--- src/rtl/audio_level_meter.sv ---
// Multi-channel audio level meter: windowed peak amplitude, quantised level and peak-hold with decay.
// Optional sticky per-channel clip flags are built when LEVEL_METER_CLIP_EN is defined.
module audio_level_meter #(
  parameter int CHANNELS = 1,
  parameter int SAMPLE_W = 12,
  parameter int WINDOW   = 2000,
  parameter int LEVELS   = 16,
  parameter int HOLD_WIN = 5,
  localparam int LW  = $clog2(LEVELS),
  localparam int CHW = (CHANNELS > 1) ? $clog2(CHANNELS) : 1,
  localparam int AW  = SAMPLE_W - 1
) (
  input  logic                   basys_clk,
  input  logic                   rst_n,
  input  logic                   en,
  input  logic                   sample_valid,
  input  logic [CHW-1:0]         sample_ch,
  input  logic [SAMPLE_W-1:0]    sample,
  output logic [CHANNELS*LW-1:0] level_raw,
  output logic [CHANNELS*LW-1:0] level_peak,
  output logic [CHANNELS*AW-1:0] amp_max,
  output logic                   level_valid,
  output logic [CHANNELS-1:0]    clip,
  input  logic                   clr_clip
);
  localparam int CW = (WINDOW > 1) ? $clog2(WINDOW) : 1;
  localparam int HW = (HOLD_WIN > 0) ? $clog2(HOLD_WIN + 1) : 1;
  localparam logic [SAMPLE_W-1:0] MID       = {1'b1, {(SAMPLE_W-1){1'b0}}};
  localparam logic [CW-1:0]       LAST      = CW'(WINDOW - 1);
  localparam logic [HW-1:0]       HOLD_INIT = HW'(HOLD_WIN);

  // Reset asserts immediately but releases on a clock edge.
  logic [1:0] rst_sync_reg;
  logic       rst_int_n;

  always_ff @(posedge basys_clk or negedge rst_n) begin
    if (!rst_n) rst_sync_reg <= 2'b00;
    else        rst_sync_reg <= {rst_sync_reg[0], 1'b1};
  end
  assign rst_int_n = rst_sync_reg[1];

  logic                accept;
  logic                in_range;
  logic                close;
  logic [SAMPLE_W-1:0] diff;
  logic [AW-1:0]       amp;

  assign accept   = en & sample_valid;
  assign in_range = (int'(sample_ch) < CHANNELS);

  // |sample - MID| only reaches MID for sample == 0, which saturates to all-ones.
  always_comb begin
    diff = (sample >= MID) ? (sample - MID) : (MID - sample);
    amp  = diff[SAMPLE_W-1] ? {AW{1'b1}} : diff[AW-1:0];
  end

  logic [CW-1:0] win_cnt_reg;
  logic [CW-1:0] win_cnt_next;
  logic          level_valid_reg;

  assign close = accept && (win_cnt_reg == LAST);

  always_comb begin
    win_cnt_next = win_cnt_reg;
    if (accept) win_cnt_next = close ? '0 : win_cnt_reg + CW'(1);
  end

  always_ff @(posedge basys_clk or negedge rst_int_n) begin
    if (!rst_int_n) begin
      win_cnt_reg     <= '0;
      level_valid_reg <= 1'b0;
    end else begin
      win_cnt_reg     <= win_cnt_next;
      level_valid_reg <= close;
    end
  end

  logic [LW-1:0] raw_w  [CHANNELS];
  logic [LW-1:0] peak_w [CHANNELS];
  logic [AW-1:0] amp_w  [CHANNELS];
  logic          clip_w [CHANNELS];

`ifdef LEVEL_METER_CLIP_EN
  logic clip_sample;
  assign clip_sample = (sample == '0) || (sample == '1);
`else
  logic unused_clr_clip;
  assign unused_clr_clip = clr_clip;
`endif

  for (genvar gi = 0; gi < CHANNELS; gi++) begin : g_ch
    logic          hit;
    logic [AW-1:0] run_max_reg, run_max_next, amp_reg;
    logic [LW-1:0] raw_reg, peak_reg, peak_next, lvl_next;
    logic [HW-1:0] hold_reg, hold_next;

    assign hit          = accept && in_range && (sample_ch == CHW'(gi));
    assign run_max_next = (hit && (amp > run_max_reg)) ? amp : run_max_reg;
    assign lvl_next     = run_max_next[AW-1 -: LW];

    always_comb begin
      peak_next = peak_reg;
      hold_next = hold_reg;
      if (lvl_next >= peak_reg) begin
        peak_next = lvl_next;
        hold_next = HOLD_INIT;
      end else if (hold_reg != '0) begin
        hold_next = hold_reg - HW'(1);
      end else begin
        // peak > raw on this branch, so one step down never undershoots raw
        peak_next = peak_reg - LW'(1);
      end
    end

    always_ff @(posedge basys_clk or negedge rst_int_n) begin
      if (!rst_int_n) begin
        run_max_reg <= '0;
        amp_reg     <= '0;
        raw_reg     <= '0;
        peak_reg    <= '0;
        hold_reg    <= '0;
      end else if (close) begin
        run_max_reg <= '0;
        amp_reg     <= run_max_next;
        raw_reg     <= lvl_next;
        peak_reg    <= peak_next;
        hold_reg    <= hold_next;
      end else begin
        run_max_reg <= run_max_next;
      end
    end

    assign raw_w[gi]  = raw_reg;
    assign peak_w[gi] = peak_reg;
    assign amp_w[gi]  = amp_reg;

`ifdef LEVEL_METER_CLIP_EN
    logic clip_reg;
    always_ff @(posedge basys_clk or negedge rst_int_n) begin
      if (!rst_int_n)               clip_reg <= 1'b0;
      else if (hit && clip_sample)  clip_reg <= 1'b1;
      else if (clr_clip)            clip_reg <= 1'b0;
    end
    assign clip_w[gi] = clip_reg;
`else
    assign clip_w[gi] = 1'b0;
`endif
  end

  always_comb begin
    level_raw  = '0;
    level_peak = '0;
    amp_max    = '0;
    clip       = '0;
    for (int i = 0; i < CHANNELS; i++) begin
      level_raw[i*LW +: LW]  = raw_w[i];
      level_peak[i*LW +: LW] = peak_w[i];
      amp_max[i*AW +: AW]    = amp_w[i];
      clip[i]                = clip_w[i];
    end
  end

  assign level_valid = level_valid_reg;

endmodule

--- config.mk ---
export PLATFORM = sky130hd
export DESIGN_NAME = audio_level_meter
export DESIGN_NICKNAME = d
export VERILOG_FILES = /design/src/rtl/audio_level_meter.sv
export SDC_FILE = /design/constraint.sdc
export NUM_CORES = 1
export LEC_CHECK = 0
export BUFFER_PORTS_ARGS = -buffer_cell sky130_fd_sc_hd__buf_2
export CAP_MARGIN = 20
export CELL_PAD_IN_SITES_DETAIL_PLACEMENT = 1
export CELL_PAD_IN_SITES_GLOBAL_PLACEMENT = 1
export CORE_AREA = 8 8 102 104
export CTS_BUF_LIST = sky130_fd_sc_hd__clkbuf_8
export DETAILED_ROUTE_END_ITERATION = 12
export DIE_AREA = 0 0 110 112
export GPL_TIMING_DRIVEN = 0
export PLACE_DENSITY_LB_ADDON = 0.12
export SYNTH_ARGS = -nofsm -noshare
export SYNTH_HDL_FRONTEND = slang
export SYNTH_SLANG_ARGS = --single-unit
--- constraint.sdc ---
create_clock -name basys_clk -period 1.4 [get_ports basys_clk]
set_clock_uncertainty 0.2 [all_clocks]
set_input_delay 0.14 -clock basys_clk [delete_from_list [all_inputs] [get_ports basys_clk]]
set_output_delay 0.14 -clock basys_clk [all_outputs]
set_load 0.05 [all_outputs]
==> results.cfg <==
[synth]
ys_async_sr_fraction_pct = 100.0
syn_inst = 281
ys_seq_area_share_pct = 42.09
yosys_register_bits = 43
synth_top_area_share_pct = 42.09
post_synth_design_cell_area_mm2 = 0.002556
synth-main-ff-cell = dfrtp_1
synth_enable_flop_cells = 0
yosys.area.top_type = dfrtp_1
syn_avg_cell_area_um2 = 9.097
ys_top_cells_by_area = dfrtp_1 42%, ha_1 9.8%, nand2_1 5.0%
ys_warn_count = 0
synth_fp_nets = 319
synthDistinctLibCells = 42

[finish]
fin_util_pct = 46.54
antenna_diode_count = 0
final_net_count = 414
layout-drive-gt1-share_pct = 47.21
synthToLayoutAreaGrowth_pct = 61.87

[routing]
viasPerCell = 4.834
antenna_left = 0
drt_iter0_markers = 69
dr_total_vias = 2359
detail_route.drc_violations = 0
first_pass_iters = 4
drt_wl_total_um = 7718
wire_per_inst_um = 15.82

[setup_path]
arrival_ns = 4.07
path_max_fanout = 8
crit_buf_inv = 3
setup.worst_path.class = primary input to flip-flop
crit_required_ns = 1.42
path_cells = buf_8 > nor4_4 > buf_6 > nand4_4 > and2_4 > ha_1 > nand3b_1 > a211oi_4 > a2111oi_4 > nor4_2 > buf_6 > mux2i_4 > ha_1 > nand2b_4 > a2111oi_4 > nor3_4 > nor4_1 > a21oi_1 > o21ai_1
critical_path.max_stage_delay_ns = 0.37
end_kind = flip-flop
crit_path_start_kind = primary input
cp_slowest_cell = a2111oi_4
critPathTopFamily = simple AND/OR/NAND/NOR gates

[die]
fp.coreArea_mm2 = 0.008890
placementRows = 35
effective_utilization_at_floorplan_pct = 28.75
dieHeight_um = 112
floorplan.io_pins = 39
die_area_mm2 = 0.01232
die_x_um = 110

[sta]
final_critical_path_setup_slack_ns = -2.646
finalSetupViolCount = 39
max_slew_margin_pct = 63.32
hold_violations = 0
hold-worst-slack_ns = 0.09654
setup_repair_after_global_routing_missed_its_margin = true
fin_crit_sh_pct = 289.0
timing.setup.tns_ns = -62.20
timing.final.max_slew_violations = 0
post-route-min-period_ns = 4.046
timing.fmax_mhz = 247.1
worst_pin_slew_ns = 0.5502

[clock_tree]
htree_num_levels = 2
tritoncts_clock_tree = built
numClockSinks = 43
clock_path_buffers = 2
cts_buffers = 5
ctsRootBufferMaster = clkbuf_8
clk-insertion-delay-late_ns = 0.30
cts.reportedPaths.clkPinSlew_ns = 0.09

[global_route]
grt_max_degree = 42
grt_util_overall_pct = 12.59
grt_first_pass_wirelength_um = 12360
first_global_vias = 2492
grt_overflow = 0
antenna_violations_before_repair = 0

[run_status]
failed_checks = setup timing
result_of_the_run = finished, violations left

[power_and_ir_drop]
vdd.ir_drop.worst_mv = 0.4892
leakagePower_nw = 1.861
power.density_mw_per_mm2 = 1286
total_power_mw = 5.319

[placement]
port_buffers = 36
place_worst_setup_slack_ns = -3.380
hpwl_um = 4915
finalWeightedCongestion = 0.7221

[job]
max_cap_violations = 0

[min_path]
hp-class = primary input to flip-flop
[kinds of logic (layout without fill, tap and decap cells)]
| kind of cell | Yosys count | count (layout) | share of synthesized area, % |
|---|---|---|---|
| and+or+nand+nor | 102 | 103 | 19.38 |
| AOI/OAI and AO/OA | 51 | 51 | 12.09 |
| DFF | 43 | 43 | 42.09 |
| buffers and inverters | 36 | 131 | 6.314 |
| adders and majority gates | 20 | 20 | 9.790 |
| muxes | 14 | 14 | 5.580 |
| xor gates and xnor gates | 13 | 13 | 4.454 |
| other | 2 | 2 | 0.2938 |
[cell usage after synthesis (5+ instances only)]
master and number:
a21oi_1 10, buf_4 5, clkbuf_1 5, dfrtp_1 43, ha_1 20, inv_1 24, mux2i_1 12, nand2_1 34
nand3_1 6, nor2_1 30, nor3_1 9, o21ai_0 19, o21ai_1 8, xnor2_1 9
[worst paths after layout]
kind | cells past startpoint | from | slack (ns) | to
max in group asynchronous | 3 | rst_n | 0.39 | rst_sync_reg[1]$_DFF_PN0_
hold / removal | 3 | en | 0.1 | win_cnt_reg[1]$_DFFE_PN0P_
setup / recovery | 19 | sample[4] | -2.65 | level_peak[0]$_DFFE_PN0P_
hold reg to reg | 0 | rst_sync_reg[1]$_DFF_PN0_ | 0.12 | g_ch[0].run_max_reg[0]$_DFF_PN0_
setup reg to reg | 15 | g_ch[0].run_max_reg[2]$_DFF_PN0_ | -2.38 | level_peak[0]$_DFFE_PN0P_
min in group asynchronous | 0 | rst_sync_reg[1]$_DFF_PN0_ | 0.12 | g_ch[0].run_max_reg[0]$_DFF_PN0_
[cell type report]
type / instances / area (um^2)
Buffer: 12 / 111.4
Clock buffer: 5 / 68.82
Clock inverter: 3 / 43.79
Fill cell: 984 / 4752
Inverter: 24 / 97.59
Multi-Input combinational cell: 203 / 1853
Sequential cell: 43 / 1080
Tap cell: 111 / 138.9
Timing Repair Buffer: 87 / 744.5
[cells in the final DEF (no fill, tap or decap), drive strengths merged, types with 2 or more instances in the layout]
cell,Yosys,layout
nand2,34,34
a21o,2,2
clkinv,0,2
nor3,9,10
ha,20,20
nor2,30,30
mux2,2,2
a211oi,2,2
conb,2,2
dfrtp,43,43
nand2b,2,2
nand3,6,6
and2,3,3
nand4,5,5
mux2i,12,12
a21oi,10,10
and3,3,3
a31oi,3,3
xor2,4,4
o21ai,27,27
xnor2,9,9
a2111oi,2,2
clkbuf,5,11
nor4,6,6
inv,24,24
buf,7,89
dlygate4sd3,0,4
[worst register-to-register path, stage by stage, from the launching register on]
cell and delay [ns]:
dfrtp_1 0.40, inv_1 0.10, ha_4 0.29, nand3b_1 0.14, a211oi_4 0.27, a2111oi_4 0.09
nor4_2 0.33, buf_6 0.22, mux2i_4 0.27, ha_1 0.25, nand2b_4 0.14, a2111oi_4 0.37
nor3_4 0.13, nor4_1 0.34, a21oi_1 0.08, o21ai_1 0.08
[stage by stage]
stage | instance area (um^2) | instances
global route | 4138 | 488
CTS | 3779 | 470
global placement | 3043 | 428
finish | 4138 | 488
detailed placement | 3043 | 428
floorplan | 2724 | 281
[power breakdown]
group / switching (mW) / total (mW) / internal, mW
clock: 0.458 / 0.990 / 0.532
sequential: 0.224 / 1.69 / 1.46
combinational: 1.29 / 2.64 / 1.35
[timing repair]
item / CTS / global route
endpoints found under the hold margin: 3 / 0
gates cloned: 2 / 0
buffers inserted: 28 / 19
endpoints found under the setup margin: 41 / 71
hold buffers: 4 / 0
resized for setup: 70 / 59
pin swaps: 25 / 11
[routing by layer]
| layer | up-vias | routed length (um) | track usage (%) |
|---|---|---|---|
| met5 | - | 0 | 0 |
| met2 | 24 | 4022 | 21.83 |
| li1 | 1149 | - | - |
| met3 | 8 | 239 | 2.195 |
| met1 | 1178 | 3347 | 15.32 |
| met4 | 0 | 107 | 3.423 |
Note: power is estimated with default switching activity, not from simulation.
